<file path="config.mk">
export PLATFORM = sky130hd
export DESIGN_NAME = fft_peak_detect
export DESIGN_NICKNAME = d
export VERILOG_FILES = /design/src/rtl/fft_peak_detect.sv
export SDC_FILE = /design/constraint.sdc
export NUM_CORES = 2
export LEC_CHECK = 0
export BUFFER_PORTS_ARGS = -buffer_cell sky130_fd_sc_hd__buf_4
export CAP_MARGIN = 20
export CORE_MARGIN = 5
export CORE_UTILIZATION = 55
export CTS_CLUSTER_SIZE = 28
export DETAILED_ROUTE_END_ITERATION = 10
export PLACE_DENSITY_LB_ADDON = 0.2
export REMOVE_ABC_BUFFERS = 1
export SYNTH_ARGS = -nofsm -noshare
export SYNTH_HDL_FRONTEND = slang
export SYNTH_SLANG_ARGS = --single-unit
</file>
<file path="constraint.sdc">
create_clock -name clk -period 12.08 [get_ports clk]
set_input_delay 2.416 -clock clk [delete_from_list [all_inputs] [get_ports clk]]
set_output_delay 2.416 -clock clk [all_outputs]
set_load 0.02 [all_outputs]
</file>
<file path="src/rtl/fft_peak_detect.sv">
// Finds the largest squared-magnitude bin of one 512-point FFT output frame.
// Three-stage datapath (products, sum, compare) driven by an IDLE/SCAN/DRAIN/DONE FSM.
module fft_peak_detect #(
    parameter int MIN_BIN = 1,
    parameter int MAX_BIN = 255
) (
    input  logic               clk,
    input  logic               reset,
    input  logic               reset_max,
    input  logic               in_valid,
    input  logic [8:0]         in_index,
    input  logic signed [15:0] in_real,
    input  logic signed [15:0] in_imag,
    output logic [8:0]         peak_bin,
    output logic [31:0]        peak_mag,
    output logic               peak_valid,
    output logic               frame_done,
    output logic               busy
);

    typedef enum logic [1:0] {IDLE, SCAN, DRAIN, DONE} state_t;

    localparam logic [8:0] MIN_B = 9'(MIN_BIN);
    localparam logic [8:0] MAX_B = 9'(MAX_BIN);
    localparam logic [8:0] LAST  = 9'd511;

    state_t      state_q, state_d;
    logic [1:0]  drain_cnt_q, drain_cnt_d;
    logic        s1_vld_q, s1_vld_d;
    logic [8:0]  s1_idx_q, s1_idx_d;
    logic [31:0] s1_pr_q, s1_pr_d;
    logic [31:0] s1_pi_q, s1_pi_d;
    logic        s2_vld_q, s2_vld_d;
    logic [8:0]  s2_idx_q, s2_idx_d;
    logic [31:0] s2_mag_q, s2_mag_d;
    logic [8:0]  max_bin_q, max_bin_d;
    logic [31:0] max_mag_q, max_mag_d;
    logic [8:0]  peak_bin_q, peak_bin_d;
    logic [31:0] peak_mag_q, peak_mag_d;
    logic        peak_valid_q, peak_valid_d;
    logic        frame_done_q, frame_done_d;

    logic signed [31:0] re_x, im_x;
    logic               accept;
    logic               eligible;

    assign re_x = 32'(in_real);
    assign im_x = 32'(in_imag);

    assign eligible = s2_vld_q && (s2_idx_q >= MIN_B) && (s2_idx_q <= MAX_B);

    always_comb begin
        state_d      = state_q;
        drain_cnt_d  = drain_cnt_q;
        accept       = 1'b0;
        s1_vld_d     = 1'b0;
        s1_idx_d     = s1_idx_q;
        s1_pr_d      = s1_pr_q;
        s1_pi_d      = s1_pi_q;
        s2_vld_d     = s1_vld_q;
        s2_idx_d     = s1_idx_q;
        s2_mag_d     = s1_pr_q + s1_pi_q;
        max_bin_d    = max_bin_q;
        max_mag_d    = max_mag_q;
        peak_bin_d   = peak_bin_q;
        peak_mag_d   = peak_mag_q;
        peak_valid_d = peak_valid_q;
        frame_done_d = 1'b0;

        // Strictly-greater compare keeps the earliest index on ties
        if (eligible && (s2_mag_q > max_mag_q)) begin
            max_bin_d = s2_idx_q;
            max_mag_d = s2_mag_q;
        end

        unique case (state_q)
            IDLE: begin
                if (in_valid && (in_index == 9'd0)) begin
                    accept    = 1'b1;
                    max_bin_d = MIN_B;
                    max_mag_d = 32'd0;
                    state_d   = SCAN;
                end
            end
            SCAN: begin
                if (in_valid) begin
                    accept = 1'b1;
                    if (in_index == LAST) begin
                        drain_cnt_d = 2'd0;
                        state_d     = DRAIN;
                    end
                end
            end
            DRAIN: begin
                drain_cnt_d = drain_cnt_q + 2'd1;
                if (drain_cnt_q == 2'd2) begin
                    state_d = DONE;
                end
            end
            DONE: begin
                peak_bin_d   = max_bin_q;
                peak_mag_d   = max_mag_q;
                peak_valid_d = 1'b1;
                frame_done_d = 1'b1;
                state_d      = IDLE;
            end
        endcase

        if (accept) begin
            s1_vld_d = 1'b1;
            s1_idx_d = in_index;
            s1_pr_d  = re_x * re_x;
            s1_pi_d  = im_x * im_x;
        end

        if (reset_max) begin
            state_d      = IDLE;
            drain_cnt_d  = 2'd0;
            s1_vld_d     = 1'b0;
            s2_vld_d     = 1'b0;
            max_bin_d    = 9'd0;
            max_mag_d    = 32'd0;
            peak_bin_d   = 9'd0;
            peak_mag_d   = 32'd0;
            peak_valid_d = 1'b0;
            frame_done_d = 1'b0;
        end
    end

    always_ff @(posedge clk or posedge reset) begin
        if (reset) begin
            state_q      <= IDLE;
            drain_cnt_q  <= 2'd0;
            s1_vld_q     <= 1'b0;
            s1_idx_q     <= 9'd0;
            s1_pr_q      <= 32'd0;
            s1_pi_q      <= 32'd0;
            s2_vld_q     <= 1'b0;
            s2_idx_q     <= 9'd0;
            s2_mag_q     <= 32'd0;
            max_bin_q    <= 9'd0;
            max_mag_q    <= 32'd0;
            peak_bin_q   <= 9'd0;
            peak_mag_q   <= 32'd0;
            peak_valid_q <= 1'b0;
            frame_done_q <= 1'b0;
        end else begin
            state_q      <= state_d;
            drain_cnt_q  <= drain_cnt_d;
            s1_vld_q     <= s1_vld_d;
            s1_idx_q     <= s1_idx_d;
            s1_pr_q      <= s1_pr_d;
            s1_pi_q      <= s1_pi_d;
            s2_vld_q     <= s2_vld_d;
            s2_idx_q     <= s2_idx_d;
            s2_mag_q     <= s2_mag_d;
            max_bin_q    <= max_bin_d;
            max_mag_q    <= max_mag_d;
            peak_bin_q   <= peak_bin_d;
            peak_mag_q   <= peak_mag_d;
            peak_valid_q <= peak_valid_d;
            frame_done_q <= frame_done_d;
        end
    end

    assign peak_bin   = peak_bin_q;
    assign peak_mag   = peak_mag_q;
    assign peak_valid = peak_valid_q;
    assign frame_done = frame_done_q;
    assign busy       = (state_q == SCAN) || (state_q == DRAIN);

endmodule

</file>
* Word-level counts from Yosys, hierarchy flattened *
Cells that the tools add are included.

storage, ports and cells
  register bits = 204
  input port bits = 45
  output and inout port bits = 44
  logic and storage cells = 74

operators by class
  add/sub/neg operators = 2
  multipliers = 2
  magnitude comparators = 3
  equal/unequal tests = 9
  muxes and demuxes = 32
  reductions and logical operators = 11

operators with widths
  cell                                                                count
  two-way mux 32 bit                                                  6
  multiplier 16 x 16 -> 32 bit                                        2
  two-way mux 9 bit                                                   6
  adder 32 bit                                                        1
  greater-than comparator 32 bit                                      1
  two-way mux 2 bit                                                   8
  inequality test 3 bit (second input constant)                       4
  equality test 9 bit (second input constant)                         1
  greater-or-equal comparator 9 x 1 -> 1 bit (second input constant)  1
  <= comparator 9 x 8 -> 1 bit (second input constant)                1
  logical NOT 9 bit                                                   1
  two-way mux 1 bit                                                   9
  one-hot mux 2 bit (4 select lines)                                  1
  equality test 2 bit (second input constant)                         3
  logical AND 1 bit                                                   4
  one-hot mux 2 bit (2 select lines)                                  1
  AND reduction 4 bit                                                 1
  AND reduction 3 bit                                                 1
  nonzero test 3 bit                                                  1
  adder 2 x 1 -> 2 bit (second input constant)                        1
  equality test 2 x 1 -> 1 bit (second input constant)                1
  logical NOT 2 bit                                                   1
  one-hot mux 1 bit (2 select lines)                                  1
  nonzero test 2 bit                                                  1
  logical OR 1 bit                                                    1

* Longest topological paths before layout *
  word-level depth = 8
  depth in mapped cells = 25
  depth with buffers taken out = 23

* Worst setup path before layout *
OpenSTA, ideal clock, no wires.

  path kind = in2reg
  from = input port in_imag[1]
  to = register s1_pi_q[30]
  setup time = 120 ps
  data arrival time = 8275 ps
  data required time = 11960 ps
  slack = 3686 ps
  stages = 21
  path buffers = 2
  cells stage by stage = clkbuf_1 -> clkbuf_1 -> nand2_1 -> fa_1 -> fa_1 -> fa_1 -> inv_1 -> fa_1 -> fa_1 -> inv_1 -> fa_1 -> inv_1 -> ha_1 -> o21a_1 -> o32a_1 -> and4_1 -> and4bb_1 -> nor3_1 -> o311a_1 -> or3_1 -> a31o_1

on the way
  cells in the longest elaborated chain, start to end = 1

ends and longest elaborated chain
  what                          line  RTL
  from (decl)                   13    input logic signed [15:0] in_imag,
  multiplier 16 x 16 -> 32 bit  113   s1_pi_d = im_x * im_x;
  to (signal assigned)          153   s1_pi_q <= s1_pi_d;
  to (decl)                     32    logic [31:0] s1_pi_q, s1_pi_d;

Every way passes these cells.
A chain may end at the register's enable or synchronous reset.

* Worst setup path in the final report *
  from = input port in_real[15]
  to = register s1_pr_q[31]

on the way
  cells in the longest elaborated chain, start to end = 1

ends and longest elaborated chain
  what                          line  RTL
  from (decl)                   12    input logic signed [15:0] in_real,
  multiplier 16 x 16 -> 32 bit  112   s1_pr_d = re_x * re_x;
  to (signal assigned)          152   s1_pr_q <= s1_pr_d;
  to (decl)                     31    logic [31:0] s1_pr_q, s1_pr_d;

Every way passes these cells.

==> results_dict.tcl <==
set metrics [dict create \
    status "finished clean" \
    cts.clk_slew.worst_paths_ns 0.06 \
    fin_skew_ns 0.02137 \
    antenna_cells 0 \
    port_buffers 88 \
    place_area_sq_um 28580 \
    whs_ns 0.3719 \
    cp-start-kind "input pin" \
    final_hold_viol_count 0 \
    netlist.area_leader.share_pct 34.37 \
    setup_viol 0 \
    hp-start "s1_idx_q[2]$_DFFE_PP0P_" \
    routed_wl_um 57920 \
    first_iter_violations 1084 \
    seq_area_frac_synth_pct 18.50 \
    cts_buffers 22 \
    placed_cells 3561 \
    synthCells 2893 \
    r2r_start "max_mag_q[27]$_DFF_PP0_" \
    rows 81 \
    cts_root_buffer "clkbuf_16" \
    clock_path_buffers 3 \
    stdcell_count 3600 \
    firstDrtPassIters 5 \
    postCtsResizedCells 0 \
    grtUsageMet1_pct 30.00 \
    yosys.area.top_type "fa_1" \
    cts_tree "built" \
    r2r_setup_slack_ns 8.03 \
    maxSlewViolCount 0 \
    critPathRequiredTime_ns 12.45 \
    detail-route-antenna-nets 0 \
    crit_fanout 17 \
    grt_use_total_pct 22.17 \
    grt_overflow 0 \
    synth.area.top_cells "fa_1 (34%), dfrtp_1 (19%), ha_1 (11%), inv_1 (9.3%), nand2_1 (3.3%)" \
    post_drt_wl_per_cell_um 16.09 \
    synth_cell_types 64 \
    drv_cap 0 \
    antenna_found_initial 2 \
    yosys.cell_count.top_type "inv_1" \
    fin_crit_sh_pct 70.04 \
    rsz0062_at_grt "false" \
    hold_path_depth 0 \
    arrival_ns 8.83 \
    period_needed_ns 8.460 \
    relSlewSlack_pct 31.56 \
    critPathCaptureType "flop" \
    grtUsageMet3_pct 2.013 \
    ff2ff_path_depth 10 \
    grt_use_met2_pct 39.52 \
    grt_max_degree 138 \
    vias 19349 \
    criticalPathCategory "in2reg" \
    layout.cell_area.non_filler_sq_um 29310 \
    top_usage_layer "met2" \
    cts_setup_buffers 0 \
    syn_area_sq_um 27320 \
    fin_nets 3682 \
    gp_congestion 0.8853 \
    clk_latency_ns 0.52 \
    die_width_um 232.9 \
    async_reset_ff_share_pct 100.0 \
    hp-class "reg2reg" \
    die_y_um 232.9 \
    core-area_sq_um 49050 \
    grt_first_pass_wirelength_um 99030 \
    crit_start "in_real[15]" \
    die_area_sq_um 54230 \
    ios 89 \
    ys.flop_type "dfrtp_1" \
    grt_pass1_vias 20700 \
    start_util_pct 55.70 \
    synth_edf_count 0 \
    yosysWarnings 0 \
    synth_common_cells "inv_1 (679), fa_1 (469), ha_1 (247)" \
    max_slew.worst_pin.slew_ns 1.027 \
    drcViolationCount 0 \
    dp_hpwl_um 47200 \
    drive_above_1_share_pct 5.518 \
    vias_per_cell 5.375 \
    avgSynthCellArea_sq_um 9.443 \
    h-tree-depth 1 \
    ys_seq_elements 202 \
    cts.sinks 202 \
    area_delta_synth_final_pct 7.286 \
    fmax_ghz 0.1182 \
    ctsHoldBuffers 0 \
    fin_setup_tns_ns 0 \
]
-- cell families after synthesis --
kind of cell	count (synthesis)	synth area share (%)
buffers and inverters	774	10.64
adder cells (fa/ha/maj)	716	45.68
AND/OR/NAND/NOR	651	11.01
AO/OA/AOI/OAI	388	8.688
flip-flops	202	18.50
XOR/XNOR	108	3.462
multiplexers	54	2.024
-- placed cells by master (no fill, tap or decap), types with 19 or more instances in the layout --
master     netlist  layout
buf_4            0      98
nor2_1         162     162
xor2_1          39      39
inv_1          679     678
a21oi_1        128     128
fa_1           469     469
and2_1          89      88
nand3_1         58      58
o21ai_0        104     104
nand2_1        239     238
nor3_1          19      19
xnor2_1         69      69
mux2i_1         44      44
dfrtp_1        202     202
a21o_1          42      42
clkbuf_16        0      22
ha_1           247     246
-- sequential cells by signal, summed over array words and instances, names as in the netlist, 2 cells and up --
name and flops:
drain_cnt_q 2, max_bin_q 9, max_mag_q 32, state_q 2
peak_bin 9, s2_idx_q 9, s1_pi_q 31, s2_mag_q 32
s1_pr_q 31, s1_idx_q 9, peak_mag 32
-- metrics by stage --
stage	utilization, %	setup WS, ns
CTS	59.75	3.658
finish	59.75	3.620
global route	59.75	3.248
floorplan	-	3.912
detailed placement	58.27	3.143
global placement	58.21	3.316
-- layout make-up --
cell class	instances	area [sq um]
fill	4229	19740
multi-input combinational	1917	19380
sequential	202	5055
inverter	679	2556
tap	664	830.8
timing repair buffer	99	763.2
clock buffer	31	644.4
clock inverter	8	85.08
-- worst max-delay path: stages --
cell and delay [ns]:
buf_4 0.18, inv_1 0.45, nor2_1 0.18, fa_1 0.65, fa_1 0.89, fa_1 0.52, fa_1 0.58, fa_1 0.43
fa_1 0.45, ha_1 0.35, a21o_1 0.22, a21o_1 0.17, a21o_1 0.19, a21o_1 0.18, a211oi_1 0.23, o211ai_1 0.15
a2111oi_0 0.47, a211oi_1 0.09
-- worst paths after layout --
kind                                                  to
worst min-delay path               s2_idx_q[2]$_DFF_PP0_
max in group asynchronous         s2_mag_q[26]$_DFF_PP0_
worst max-delay path             s1_pr_q[31]$_DFFE_PP0P_
worst max register to register    max_bin_q[0]$_DFF_PP0_
min in group asynchronous       peak_mag[21]$_DFFE_PP0P_
worst min register to register     s2_idx_q[2]$_DFF_PP0_
-- per-layer routing --
layer / part of all wire (%) / vias to the layer above / wire [um]
met5: 0 / - / 0
met4: 2.0 / 0 / 1169
met3: 4.1 / 72 / 2370
met2: 51 / 398 / 29620
met1: 43 / 9855 / 24750
li1: - / 9024 / -
Power is left out: the tool's default activity adds up to more than one toggle a clock period on the data nets, which glitch-free logic cannot reach.
